===== config.mk =====
export PLATFORM = sky130hd
export DESIGN_NAME = imply_arbiter
export DESIGN_NICKNAME = d
export VERILOG_FILES = /design/src/rtl/sat_pkg.sv /design/src/rtl/imply_fifo.sv /design/src/rtl/imply_arbiter.sv
export SDC_FILE = /design/constraint.sdc
export NUM_CORES = 1
export LEC_CHECK = 0
export CORE_MARGIN = 2
export CORE_UTILIZATION = 45
export DETAILED_ROUTE_END_ITERATION = 8
export HOLD_SLACK_MARGIN = 0.12
export PLACE_DENSITY = 0.76
export REMOVE_ABC_BUFFERS = 1
export SETUP_SLACK_MARGIN = 0.4
export SYNTH_ARGS = -nofsm -noshare
export SYNTH_HDL_FRONTEND = slang
export SYNTH_SLANG_ARGS = --single-unit
export TNS_END_PERCENT = 100

===== constraint.sdc =====
create_clock -name clock -period 8 [get_ports clock]
set_clock_uncertainty 0.2 [all_clocks]
set_input_delay 0.8 -clock clock [delete_from_list [all_inputs] [get_ports clock]]
set_output_delay 0.8 -clock clock [all_outputs]
set_load 0.01 [all_outputs]

===== src/rtl/sat_pkg.sv =====
// Shared SAT-engine types: variable index width, implication record and the
// propagation state encoding used by the arbiter and the conflict detector.
package sat_pkg;

    localparam int VAR_W = 9;

    typedef struct packed {
        logic [VAR_W-1:0] var_idx;
        logic             val;
    } implication_t;

    typedef enum logic [0:0] {
        ST_RUN  = 1'b0,
        ST_HALT = 1'b1
    } sat_state_t;

endpackage


===== src/rtl/imply_fifo.sv =====
// Per-requester implication queue with a combinational head so an entry can be
// issued the cycle after it is pushed. Flush and reset empty the queue at once.
module imply_fifo #(
    parameter int DEPTH = 2,
    parameter int WIDTH = 10
) (
    input  logic             clock,
    input  logic             reset,
    input  logic             i_push,
    input  logic             i_pop,
    input  logic             i_flush,
    input  logic [WIDTH-1:0] i_data,
    output logic             o_full,
    output logic             o_empty,
    output logic [WIDTH-1:0] o_head
);
    localparam int PTR_W = (DEPTH > 1) ? $clog2(DEPTH) : 1;

    logic [WIDTH-1:0] r_mem [DEPTH];
    logic [PTR_W-1:0] r_wr_ptr;
    logic [PTR_W-1:0] r_rd_ptr;
    logic [PTR_W:0]   r_count;
    logic             w_push;
    logic             w_pop;

    assign o_full  = (r_count == (PTR_W+1)'(DEPTH));
    assign o_empty = (r_count == '0);
    assign o_head  = r_mem[r_rd_ptr];
    assign w_push  = i_push && !o_full;
    assign w_pop   = i_pop && !o_empty;

    always_ff @(posedge clock) begin
        if (reset || i_flush) begin
            r_wr_ptr <= '0;
            r_rd_ptr <= '0;
            r_count  <= '0;
        end else begin
            if (w_push)
                r_wr_ptr <= (r_wr_ptr == PTR_W'(DEPTH-1)) ? '0 : r_wr_ptr + 1'b1;
            if (w_pop)
                r_rd_ptr <= (r_rd_ptr == PTR_W'(DEPTH-1)) ? '0 : r_rd_ptr + 1'b1;
            if (w_push && !w_pop)
                r_count <= r_count + 1'b1;
            else if (w_pop && !w_push)
                r_count <= r_count - 1'b1;
        end
    end

    // Data storage carries no reset; validity is tracked purely by the pointers.
    always_ff @(posedge clock) begin
        if (w_push)
            r_mem[r_wr_ptr] <= i_data;
    end

endmodule


===== src/rtl/imply_arbiter.sv =====
// Round-robin arbiter feeding queued implications to the conflict detector one
// per cycle; a detected conflict flushes every queue and halts until resume.
module imply_arbiter #(
    parameter  int NUM_REQ    = 4,
    parameter  int FIFO_DEPTH = 2,
    parameter  int VAR_W      = sat_pkg::VAR_W,
    localparam int SRC_W      = (NUM_REQ > 1) ? $clog2(NUM_REQ) : 1
) (
    input  logic                     clock,
    input  logic                     reset,
    input  logic [NUM_REQ-1:0]       req_valid,
    input  logic [NUM_REQ*VAR_W-1:0] req_var_idx,
    input  logic [NUM_REQ-1:0]       req_val,
    output logic [NUM_REQ-1:0]       req_ready,
    output logic                     det_en,
    output logic [VAR_W-1:0]         det_var_idx,
    output logic                     det_val,
    input  logic                     det_conflict,
    output logic                     conflict_out,
    output logic [SRC_W-1:0]         conflict_src,
    input  logic                     resume,
    output logic                     idle
);
    import sat_pkg::*;

    sat_state_t       r_state;
    logic [SRC_W-1:0] r_rr_ptr;
    logic [SRC_W-1:0] r_conflict_src;

    logic             w_run;
    logic             w_conflict;
    logic             w_grant_found;
    logic [SRC_W-1:0] w_grant_idx;
    logic [SRC_W-1:0] w_rr_next;
    logic [SRC_W:0]   w_cand;
    logic [VAR_W:0]   w_sel;
    logic [NUM_REQ-1:0] w_empty;
    logic [NUM_REQ-1:0] w_full;
    logic [NUM_REQ-1:0] w_push;
    logic [NUM_REQ-1:0] w_pop;
    logic [VAR_W:0]   w_head [NUM_REQ];

    assign w_run = (r_state == ST_RUN);

    genvar gi;
    generate
        for (gi = 0; gi < NUM_REQ; gi++) begin : g_req
            assign req_ready[gi] = w_run && !w_full[gi];
            assign w_push[gi]    = req_valid[gi] && req_ready[gi];
            assign w_pop[gi]     = det_en && (w_grant_idx == SRC_W'(gi));

            imply_fifo #(
                .DEPTH (FIFO_DEPTH),
                .WIDTH (VAR_W + 1)
            ) u_fifo (
                .clock   (clock),
                .reset   (reset),
                .i_push  (w_push[gi]),
                .i_pop   (w_pop[gi]),
                .i_flush (w_conflict),
                .i_data  ({req_var_idx[gi*VAR_W +: VAR_W], req_val[gi]}),
                .o_full  (w_full[gi]),
                .o_empty (w_empty[gi]),
                .o_head  (w_head[gi])
            );
        end
    endgenerate

    // Scan from rr_ptr upward (wrapping) and take the first non-empty queue.
    always_comb begin
        w_grant_found = 1'b0;
        w_grant_idx   = '0;
        w_cand        = '0;
        for (int k = 0; k < NUM_REQ; k++) begin
            w_cand = {1'b0, r_rr_ptr} + (SRC_W+1)'(k);
            if (w_cand >= (SRC_W+1)'(NUM_REQ))
                w_cand = w_cand - (SRC_W+1)'(NUM_REQ);
            if (!w_grant_found && !w_empty[w_cand[SRC_W-1:0]]) begin
                w_grant_found = 1'b1;
                w_grant_idx   = w_cand[SRC_W-1:0];
            end
        end
    end

    assign w_rr_next   = (w_grant_idx == SRC_W'(NUM_REQ-1)) ? '0 : w_grant_idx + 1'b1;
    assign w_sel       = w_head[w_grant_idx];
    assign det_en      = w_run && w_grant_found;
    assign det_var_idx = det_en ? w_sel[VAR_W:1] : '0;
    assign det_val     = det_en ? w_sel[0] : 1'b0;
    assign w_conflict  = det_en && det_conflict;

    always_ff @(posedge clock) begin
        if (reset) begin
            r_state        <= ST_RUN;
            r_rr_ptr       <= '0;
            r_conflict_src <= '0;
        end else begin
            case (r_state)
                ST_RUN: begin
                    if (det_en)
                        r_rr_ptr <= w_rr_next;
                    if (w_conflict) begin
                        r_state        <= ST_HALT;
                        r_conflict_src <= w_grant_idx;
                    end
                end
                ST_HALT: begin
                    if (resume)
                        r_state <= ST_RUN;
                end
                default: r_state <= ST_RUN;
            endcase
        end
    end

    assign conflict_out = (r_state == ST_HALT);
    assign conflict_src = r_conflict_src;
    assign idle         = w_run && (&w_empty);

endmodule


# Yosys cells after proc, flatten, opt, wreduce, memory -nomap -nowiden

Memories as Yosys holds them, arrays and structs flattened. A register that Yosys moved wholly into a read port is not among the register bits.
Index checks and enable logic that the tools add are counted.

Flip-flop bits (word level): 21
Memory bits (writable): 80
Bits of input ports: 48
Output and inout port bits: 19
Logic and storage cells: 190
Memories kept: 4

Add/subtract/negate cells: 24
Magnitude comparators: 9
Eq/ne operators: 7
Mux-type cells: 61
Bitwise gates (word level): 2
Reduce and logical (&&, ||, !) cells: 68

Memories:

| name                  | words | bits a word | read ports | clocked after memory_dff | write ports | line             | text |
|---|---|---|---|---|---|---|---|
| g_req[0].u_fifo.r_mem | 2     | 10          | 1          | 1                        | 1           | imply_fifo.sv:19 | `logic [WIDTH-1:0] r_mem [DEPTH];` |
| g_req[1].u_fifo.r_mem | 2     | 10          | 1          | 1                        | 1           | imply_fifo.sv:19 |  |
| g_req[2].u_fifo.r_mem | 2     | 10          | 1          | 1                        | 1           | imply_fifo.sv:19 |  |
| g_req[3].u_fifo.r_mem | 2     | 10          | 1          | 1                        | 1           | imply_fifo.sv:19 |  |

Operators with widths:

| cell                                                              | count |
|---|---|
| 2-to-1 mux 1 bit                                                  | 35 |
| logical AND 1 bit                                                 | 34 |
| 2-to-1 mux 2 bit                                                  | 17 |
| zero test 1 bit                                                   | 21 |
| binary-select mux 10 bit (select 2 bit)                           | 1 |
| 2-to-1 mux 10 bit                                                 | 2 |
| subtractor 2 x 1 -> 2 bit, second input constant                  | 8 |
| equality test 2 bit, second input constant                        | 6 |
| greater-or-equal comparator 3 bit, second input constant          | 4 |
| less-than comparator 2 x 3 -> 1 bit, second input constant        | 4 |
| adder 2 x 1 -> 2 bit, second input constant                       | 5 |
| zero test 2 bit                                                   | 5 |
| 2-to-1 mux 9 bit                                                  | 1 |
| adder 1 bit, second input constant                                | 8 |
| binary-select mux 1 bit (select 2 bit)                            | 4 |
| nonzero test 2 bit                                                | 4 |
| adder 2 x 2 -> 3 bit, second input constant                       | 2 |
| AND reduction 2 bit                                               | 2 |
| AND reduction 4 bit                                               | 1 |
| adder 2 x 1 -> 3 bit, second input constant                       | 1 |
| greater-or-equal comparator 2 x 3 -> 1 bit, second input constant | 1 |
| inverter 2 -> 3 bit                                               | 1 |
| equality test 2 x 1 -> 1 bit, second input constant               | 1 |
| case mux 1 bit (2 select lines)                                   | 1 |
| 2 further kinds                                                   | 2 |

# Depth between registers and ports, before layout

Gate-level depths: netlist (run 1).

Depth in word-level cells: 20
Mapped depth: 11
Depth with buffers taken out: 9

# Cells and area by module

Synthesis (run 1) repeated with hierarchy kept, for this count alone.

Cell total of the unflattened synthesis: 314
Area total of the unflattened synthesis: 4,560.6 um^2

By module, submodules not included:

| module        | times used | cells an instance | area each (um^2) | seq. area each (um^2) |
|---|---|---|---|---|
| imply_fifo    | 4          | 57                | 942.2            | 700.7 |
| imply_arbiter | 1          | 86                | 792.0            | 100.1 |

# Worst setup path after synthesis (run 1)

No wires, ideal clock.

Path type: reg-to-output
Start point: register g_req[0].u_fifo.r_count[0]
End point: output port det_var_idx[2]
Arrival time: 1.867 ns
Required time: 7.000 ns
Setup slack: 5.133 ns
Stages on the path, launching flop included: 7
Buffers on the path: 1
Cells stage by stage: dfxtp_1 > buf_2 > o21bai_1 > o311ai_0 > a21oi_2 > mux2_2 > a211oi_1

Longest elaborated chain between the ends: 17
Elaborated cells on any way between the ends: 31
Those cells by class: mux (20); bitwise (1); reduce/logical (10)

RTL lines:

| item                                                 | line                | text |
|---|---|---|
| start: declaration                                   | imply_fifo.sv:22    | `logic [PTR_W:0] r_count;` |
| start signal: assignment                             | imply_fifo.sv:43    | `r_count <= r_count + 1'b1;` |
| start signal: assignment                             | imply_fifo.sv:45    | `r_count <= r_count - 1'b1;` |
| zero test 2 bit *                                    | imply_fifo.sv:27    | `assign o_empty = (r_count == '0);` |
| binary-select mux 1 bit (select 2 bit)               | imply_arbiter.sv:78 | `if (!w_grant_found && !w_empty[w_cand[SRC_W-1:0]]) begin` |
| 2-to-1 mux 1 bit (not written as such)               | imply_arbiter.sv:78 |  |
| zero test 1 bit                                      | imply_arbiter.sv:78 |  |
| logical AND 1 bit                                    | imply_arbiter.sv:78 |  |
| 2-to-1 mux 1 bit                                     | imply_arbiter.sv:78 |  |
| zero test 1 bit                                      | imply_arbiter.sv:78 |  |
| logical AND 1 bit                                    | imply_arbiter.sv:78 |  |
| 2-to-1 mux 1 bit                                     | imply_arbiter.sv:78 |  |
| zero test 1 bit                                      | imply_arbiter.sv:78 |  |
| logical AND 1 bit                                    | imply_arbiter.sv:78 |  |
| 2-to-1 mux 2 bit                                     | imply_arbiter.sv:78 |  |
| inverter 2 -> 3 bit (not written as such)            | imply_arbiter.sv:86 | `assign w_sel = w_head[w_grant_idx];` |
| binary-select mux 10 bit (select 2 bit)              | imply_arbiter.sv:86 |  |
| 2-to-1 mux 10 bit (not written as such) (2 in a row) | imply_arbiter.sv:86 |  |
| 2-to-1 mux 9 bit *                                   | imply_arbiter.sv:88 | `assign det_var_idx = det_en ? w_sel[VAR_W:1] : '0;` |
| end: declaration                                     | imply_arbiter.sv:16 | `output logic [VAR_W-1:0] det_var_idx,` |

Every way passes the cells marked *; elsewhere a longest branch is shown, timed or not. The select of a mux whose other input is x is not followed.

# Worst setup path after layout (run 1)

Ends and elaborated chain as after synthesis.

==> run metrics, run 1 <==
Slew headroom=36.6%; DRT antenna net count=0; sequential-to-total area share from yosys stat=65.1%; status=finished, final reports clean; largest area contributor in the netlist=edfxtp_1; placed cell areas=0.00520 mm²; die area=0.0107 mm²; EDFF count, synth=80; Worst setup SP type=register; vias per cell=5.29; Met3 Wirelength=613 µm; ys async rst share=0%; Top FF cell, synth=edfxtp_1; cell family with most CP delay=compound AO/OA/AOI/OAI gates; clk slew on worst S/H paths=100 ps; NumNets Final=439; CP cell instances=o21bai_1 > o311ai_0 > a21oi_2 > mux2_2 > a211oi_1 > clkdlybuf4s50_1; placed insts=509; vias in the first global route=2767; clk_lat worst skew=360 ps; Sw Pwr=0.714 mW; pin count of the biggest net entering global routing=21; most common cell after layout, fill and taps aside=edfxtp_1; Slowest-stage cell, CP=clkdlybuf4s50_1; CTS Sinks=105; max-cap viol count=0; Final Max Tran Viols=0; Initial Util=46.0%; YS warnings=0; Tcrit/Tclk final=49.0%; Post-CTS Repair Setup Buffers=0; post-synth cell types=44; DRC viols=0; Pint=1.29 mW; cts hold-fix bufs=0; Slew @ Worst Pin=948 ps; area grow syn2layout=21.3%; CTS root buf=clkbuf_8; Core Area=0.00968 mm²; HP Class=reg -> reg; Post-Syn Area per Cell=13.7 µm²; crit end category=output pin; top cells by area, synth=edfxtp_1 (54%), dfxtp_1 (11%), mux2i_1 (5.8%); first-pass GRT wire length=14.5 mm; wire per inst=17.3 µm; Clock Path Buffers=2; most frequent cells in the layout=edfxtp_1 (80), clkdlybuf4s50_1 (66), nor2_1 (39); Logic pwr share=41.8%; TritonCTS buffer count=9; DIE WIDTH=104 µm; RSZ-0062 raised after global routing=false; gpl congestion=0.951; Final HPWL DP=6.63 mm; data required time of the worst path=7000 ps; final instance area=0.00541 mm²; Max Freq=255 MHz; IO buf count=66; post-synthesis register bit count=105; WP data arrival=2920 ps; final hold slack=285 ps; initial antenna violation count=0; antenna cell count=0; Final min period=3920 ps; power share of the clock group=16.7%; Vias=2777; Total GRT Usage=17.5%; FP Rows=36; Post-Syn Instances=326; met2 WL=4.28 mm; P_leak=1.86 nW; Mapped Area=0.00446 mm²; Crit path largest cell delay=590 ps; gr ovfl total=0; Die Y=104 µm; PwrDens=370 mW/mm²; initial DRC count=252; Sw Share=35.7%; share of the synthesized area in the top cell type=53.9%; CTS tree=done; Crit Path Class=reg -> out; share of cells above drive strength 1=11.7%; H-tree Lvls=3; Reg power frac=41.5%; crit-path max FO=7; setup tns final=0 ps; Pre-antenna DRT Iters=4; I/O pins=67; WL final=9.08 mm; highest routed layer=met4; peak supply drop=0.171 mV; Final Hold Viols=0; post-CTS sizing=0; met1 wire length=4.02 mm; Buffers & Inverters on Critical Path=1; Finished Layout Cells=525; # setup viols final=0
-- kinds of logic (layout without fill, tap and decap cells) --
kind of cell    Yosys count  in the layout  share of synthesized area, %
fa+ha+maj                 4              4                          1.12
mux                      46             46                          10.9
compound gates           52             52                          8.23
buf+inv                  30             96                          3.06
flops                   105            105                          65.1
xor+xnor                 18             18                          3.54
simple gates             71             71                          8.03
-- synth_stat cells, types with 2 or more instances --
library cell  instances
dfxtp_1              25
nor4_4                2
o221ai_1              3
ha_1                  4
edfxtp_1             80
a21oi_1              13
xnor2_1               6
mux2i_1              26
buf_6                 2
xor2_1               12
inv_1                14
buf_2                 6
o21bai_1              3
o22ai_1               3
or2_2                 3
clkbuf_1              5
a2bb2oi_1             6
mux2_2               20
a22oi_1               6
nor2_1               39
buf_1                 2
o21ai_0               3
nand2_1               9
a211oi_1              5
and3_1               10
-- worst paths after layout --
kind                                                  from                    endpoint  slack [ps]  depth (start not counted)
worst min-delay path                       conflict_src[0]             conflict_src[0]         290                          2
worst min register to register             conflict_src[0]             conflict_src[0]         290                          2
worst max-delay path            g_req[0].u_fifo.r_count[0]              det_var_idx[2]        4080                          6
worst max register to register  g_req[3].u_fifo.r_count[0]  g_req[2].u_fifo.r_count[1]        5310                          9
-- worst register-to-register path: cells and delay by family, from the launching register on --
| family | cells | cell delay, ps |
|---|---|---|
| compound gates | 1 | 70 |
| xor+xnor | 2 | 270 |
| fa+ha+maj | 1 | 210 |
| flops | 1 | 420 |
| simple gates | 5 | 1410 |
-- flip-flops by register name, indices dropped and copies added, names as in the netlist, named ones only --
name / count
g_req.u_fifo.r_count: 8
conflict_src: 2
conflict_out: 1
g_req.u_fifo.r_rd_ptr: 4
g_req.u_fifo.r_mem: 80
r_rr_ptr: 2
g_req.u_fifo.r_wr_ptr: 4
-- power groups by stage --
stage               Combinational (mW)  Sequential, mW  Clock, mW
finish                           0.836           0.830      0.335
detailed placement               0.832           0.842          0
global placement                 0.821           0.836          0
floorplan                        0.508           0.818          0
CTS                              0.837           0.829      0.344
global route                     0.907           0.846      0.363
-- area by class of cell --
cell class / count / area [µm²]
Inverter: 14 / 52.6
Clock buffer: 9 / 124
Timing Repair Buffer: 66 / 661
Clock inverter: 7 / 82.6
Multi-Input combinational cell: 191 / 1420
Fill cell: 772 / 4280
Sequential cell: 105 / 2900
Tap cell: 133 / 166
-- stage by stage --
stage          utilization [%]  worst slack (ps)  power, mW
2_1_floorplan                -              5180       1.33
3_3_place_gp              53.7              4590       1.66
3_5_place_dp              53.7              4500       1.67
4_1_cts                   55.8              4080       2.01
5_1_grt                   55.8              3910       2.12
6_report                  55.8              4080       2.00
-- metal layers --
layer	vias up	global-route usage, %
met5	-	0
met3	14	4.15
met2	111	27.9
li1	1325	-
met1	1327	23.8
met4	0	5.98
Power figures use the tool's default switching activity.
==> run 2: changes to the inputs <==
Settings changed: PLACE_DENSITY 0.76 to 0.79.
Clock period 8 ns to 3.6 ns, I/O delays scaled along.
==> run metrics, run 2 (same netlist as run 1, synthesis figures left out) <==
Core Area=0.00968 mm² (unchanged); placed cell areas=0.00521 mm² (+0.14%); Worst Setup SP=g_req[1].u_fifo.r_count[1]; Filler cells=792 (+2.6%); setup tns final=0 ps (unchanged); peak supply drop=0.363 mV (+110%); FP Rows=36 (unchanged); CTS tree=done; Place WS=598 ps (-3900 ps); Crit path largest cell delay=580 ps (about the same); clk_lat worst skew=360 ps (about the same); CTS Sinks=105 (unchanged); Die Y=104 µm (unchanged); max-cap viol count=0 (unchanged); gpl congestion=0.929 (-2.3%); NumNets Final=445 (+1.4%); Final min period=3150 ps; Final Max Tran Viols=0 (unchanged); Sw Share=36.2% (+0.55 points); HP Class=reg -> reg; CTS root buf=clkbuf_8; data required time of the worst path=3040 ps (-3960 ps); TritonCTS buffer count=9 (unchanged); Sw Pwr=1.61 mW (+130%); Finished Layout Cells=531 (+1.1%); Top Registers=g_req.u_fifo.r_mem (80), g_req.u_fifo.r_count (8); H-tree Lvls=3 (unchanged); WP data arrival=2590 ps (-330 ps); worst reg2reg path startpoint=g_req[0].u_fifo.r_count[0]; initial DRC count=207 (-18%); CP cell instances=nor4_4 > buf_4 > a21o_2 > clkinvlp_4 > o221ai_1 > a21oi_1 > clkdlybuf4s50_1; most frequent cells in the layout=edfxtp_1 (80), clkdlybuf4s50_1 (64), nor2_1 (37); Slew headroom=38.5% (+2.0 points); Vias=2793 (+0.58%); PwrDens=817 mW/mm² (+120%); Top reg by flops=g_req.u_fifo.r_mem; multi-input logic area=0.00144 mm² (+1.6%); Total GRT Usage=17.5% (-0.078 points); area grow syn2layout=22.5%; WL final=9.23 mm (+1.7%); DIE WIDTH=104 µm (unchanged); cts hold-fix bufs=0 (unchanged); Worst R2R Setup Slack=990 ps (-4320 ps); Slew @ Worst Pin=919 ps (-29.3 ps); I/O pins=67 (unchanged); Final Hold Viols=0 (unchanged); crit end category=output pin; share of cells above drive strength 1=16.3% (+4.6 points); Slowest-stage cell, CP=clkdlybuf4s50_1; DRT antenna net count=0 (unchanged); IO buf count=66 (unchanged); Reg power frac=41.8% (+0.3 points); antenna cell count=0 (unchanged); reg-to-reg endpoint=g_req[2].u_fifo.r_count[1]; vias per cell=5.26 (-0.56%); vias in the first global route=2734 (-1.2%); wire per inst=17.4 µm (+0.50%); status=finished, final reports clean; die area=0.0107 mm² (unchanged); final instance area=0.00546 mm² (+0.97%); Buffers & Inverters on Critical Path=3 (+2); DRC viols=0 (unchanged); Worst Reg-to-Reg Cells=9 (unchanged); CP Capture Point=det_var_idx[7]; cell family with most CP delay=buffers and inverters; power share of the clock group=14.9% (-1.8 points); max FFs per register=80 (unchanged); crit-path max FO=13 (+6); Worst setup SP type=register; most common cell after layout, fill and taps aside=edfxtp_1; total power=4.46 mW (+120%); Max Freq=318 MHz; Pre-antenna DRT Iters=4 (unchanged); Initial Util=46.0% (unchanged); Register Area=0.00291 mm² (+0.34%); Logic pwr share=43.4% (+1.6 points); final worst setup slack=451 ps (-3630 ps); first-pass GRT wire length=14.4 mm (-1.1%); initial antenna violation count=0 (unchanged); CP Depth=7 (+1); # setup viols final=0 (unchanged); gr ovfl total=0 (unchanged); Pint=2.84 mW (+120%); placed insts=510 (+0.20%); RSZ-0062 raised after global routing=true; Crit Path Class=reg -> out; P_leak=1.89 nW (+1.6%); Clock Path Buffers=2 (unchanged); pin count of the biggest net entering global routing=21 (unchanged); clk slew on worst S/H paths=100 ps (about the same); Tcrit/Tclk final=87.5%; Final HPWL DP=6.61 mm (-0.32%)
==> run 2: cell type report <==
type | count | area share (%)
flip-flops and latches | 105 | 53.4
multi-input cells | 191 | 26.4
repair buffers | 72 | 12.9
well taps | 133 | 3.05
clock buffers | 9 | 2.27
inverters | 14 | 1.03
clock inverters | 7 | 0.963
==> run 2: power by group through the flow <==
stage | Clock (mW) | Combinational (mW) | Sequential [mW]
after global placement | 0 | 1.81 | 1.86
after CTS | 0.677 | 1.88 | 1.86
after floorplan | 0 | 1.13 | 1.82
final | 0.662 | 1.93 | 1.86
after global routing | 0.723 | 2.10 | 1.90
after detailed placement | 0 | 1.85 | 1.88
==> run 2: how the worst min path moves through the flow <==
| stage | cells after the start | to | slack [ps] | startpoint |
|---|---|---|---|---|
| 6_report | 2 | conflict_src[0] | 300 | conflict_src[0] |
| 5_1_grt | 2 | conflict_src[0] | 330 | conflict_src[0] |
| 4_1_cts | 2 | conflict_src[0] | 320 | conflict_src[0] |
| 3_5_place_dp | 2 | register | 300 | g_req[2].u_fifo.r_rd_ptr |
| 3_3_place_gp | 2 | conflict_src[0] | 280 | conflict_src[0] |
| 2_1_floorplan | 1 | conflict_out | 230 | reset |
==> run 2: through the flow <==
| stage | hold slack [ps] | util (%) |
|---|---|---|
| global route | 333 | 56.4 |
| CTS | 317 | 55.9 |
| finish | 305 | 56.4 |
| floorplan | 229 | - |
| detailed placement | 301 | 53.8 |
| global placement | 283 | 53.8 |
==> run 2: tightest hold or removal path: stages, from the launching register on <==
cell and delay, ps:
dfxtp_1 350, nand2_1 60, a21oi_1 60
==> run 2: per-layer routing <==
layer / global-route usage, % / vias up / wire length [µm]
li1: - / 1343 / -
met1: 23.0 / 1352 / 3970
met2: 29.1 / 86 / 4630
met3: 3.15 / 12 / 465
met4: 6.37 / 0 / 159
met5: 0 / - / 0
==> run 2: timing repair <==
action / in CTS / in global routing
gates resized for setup: 12 / 6
buffers inserted: 1 / 4
endpoints found under the setup margin: 10 / 9
pin swaps: 2 / 4
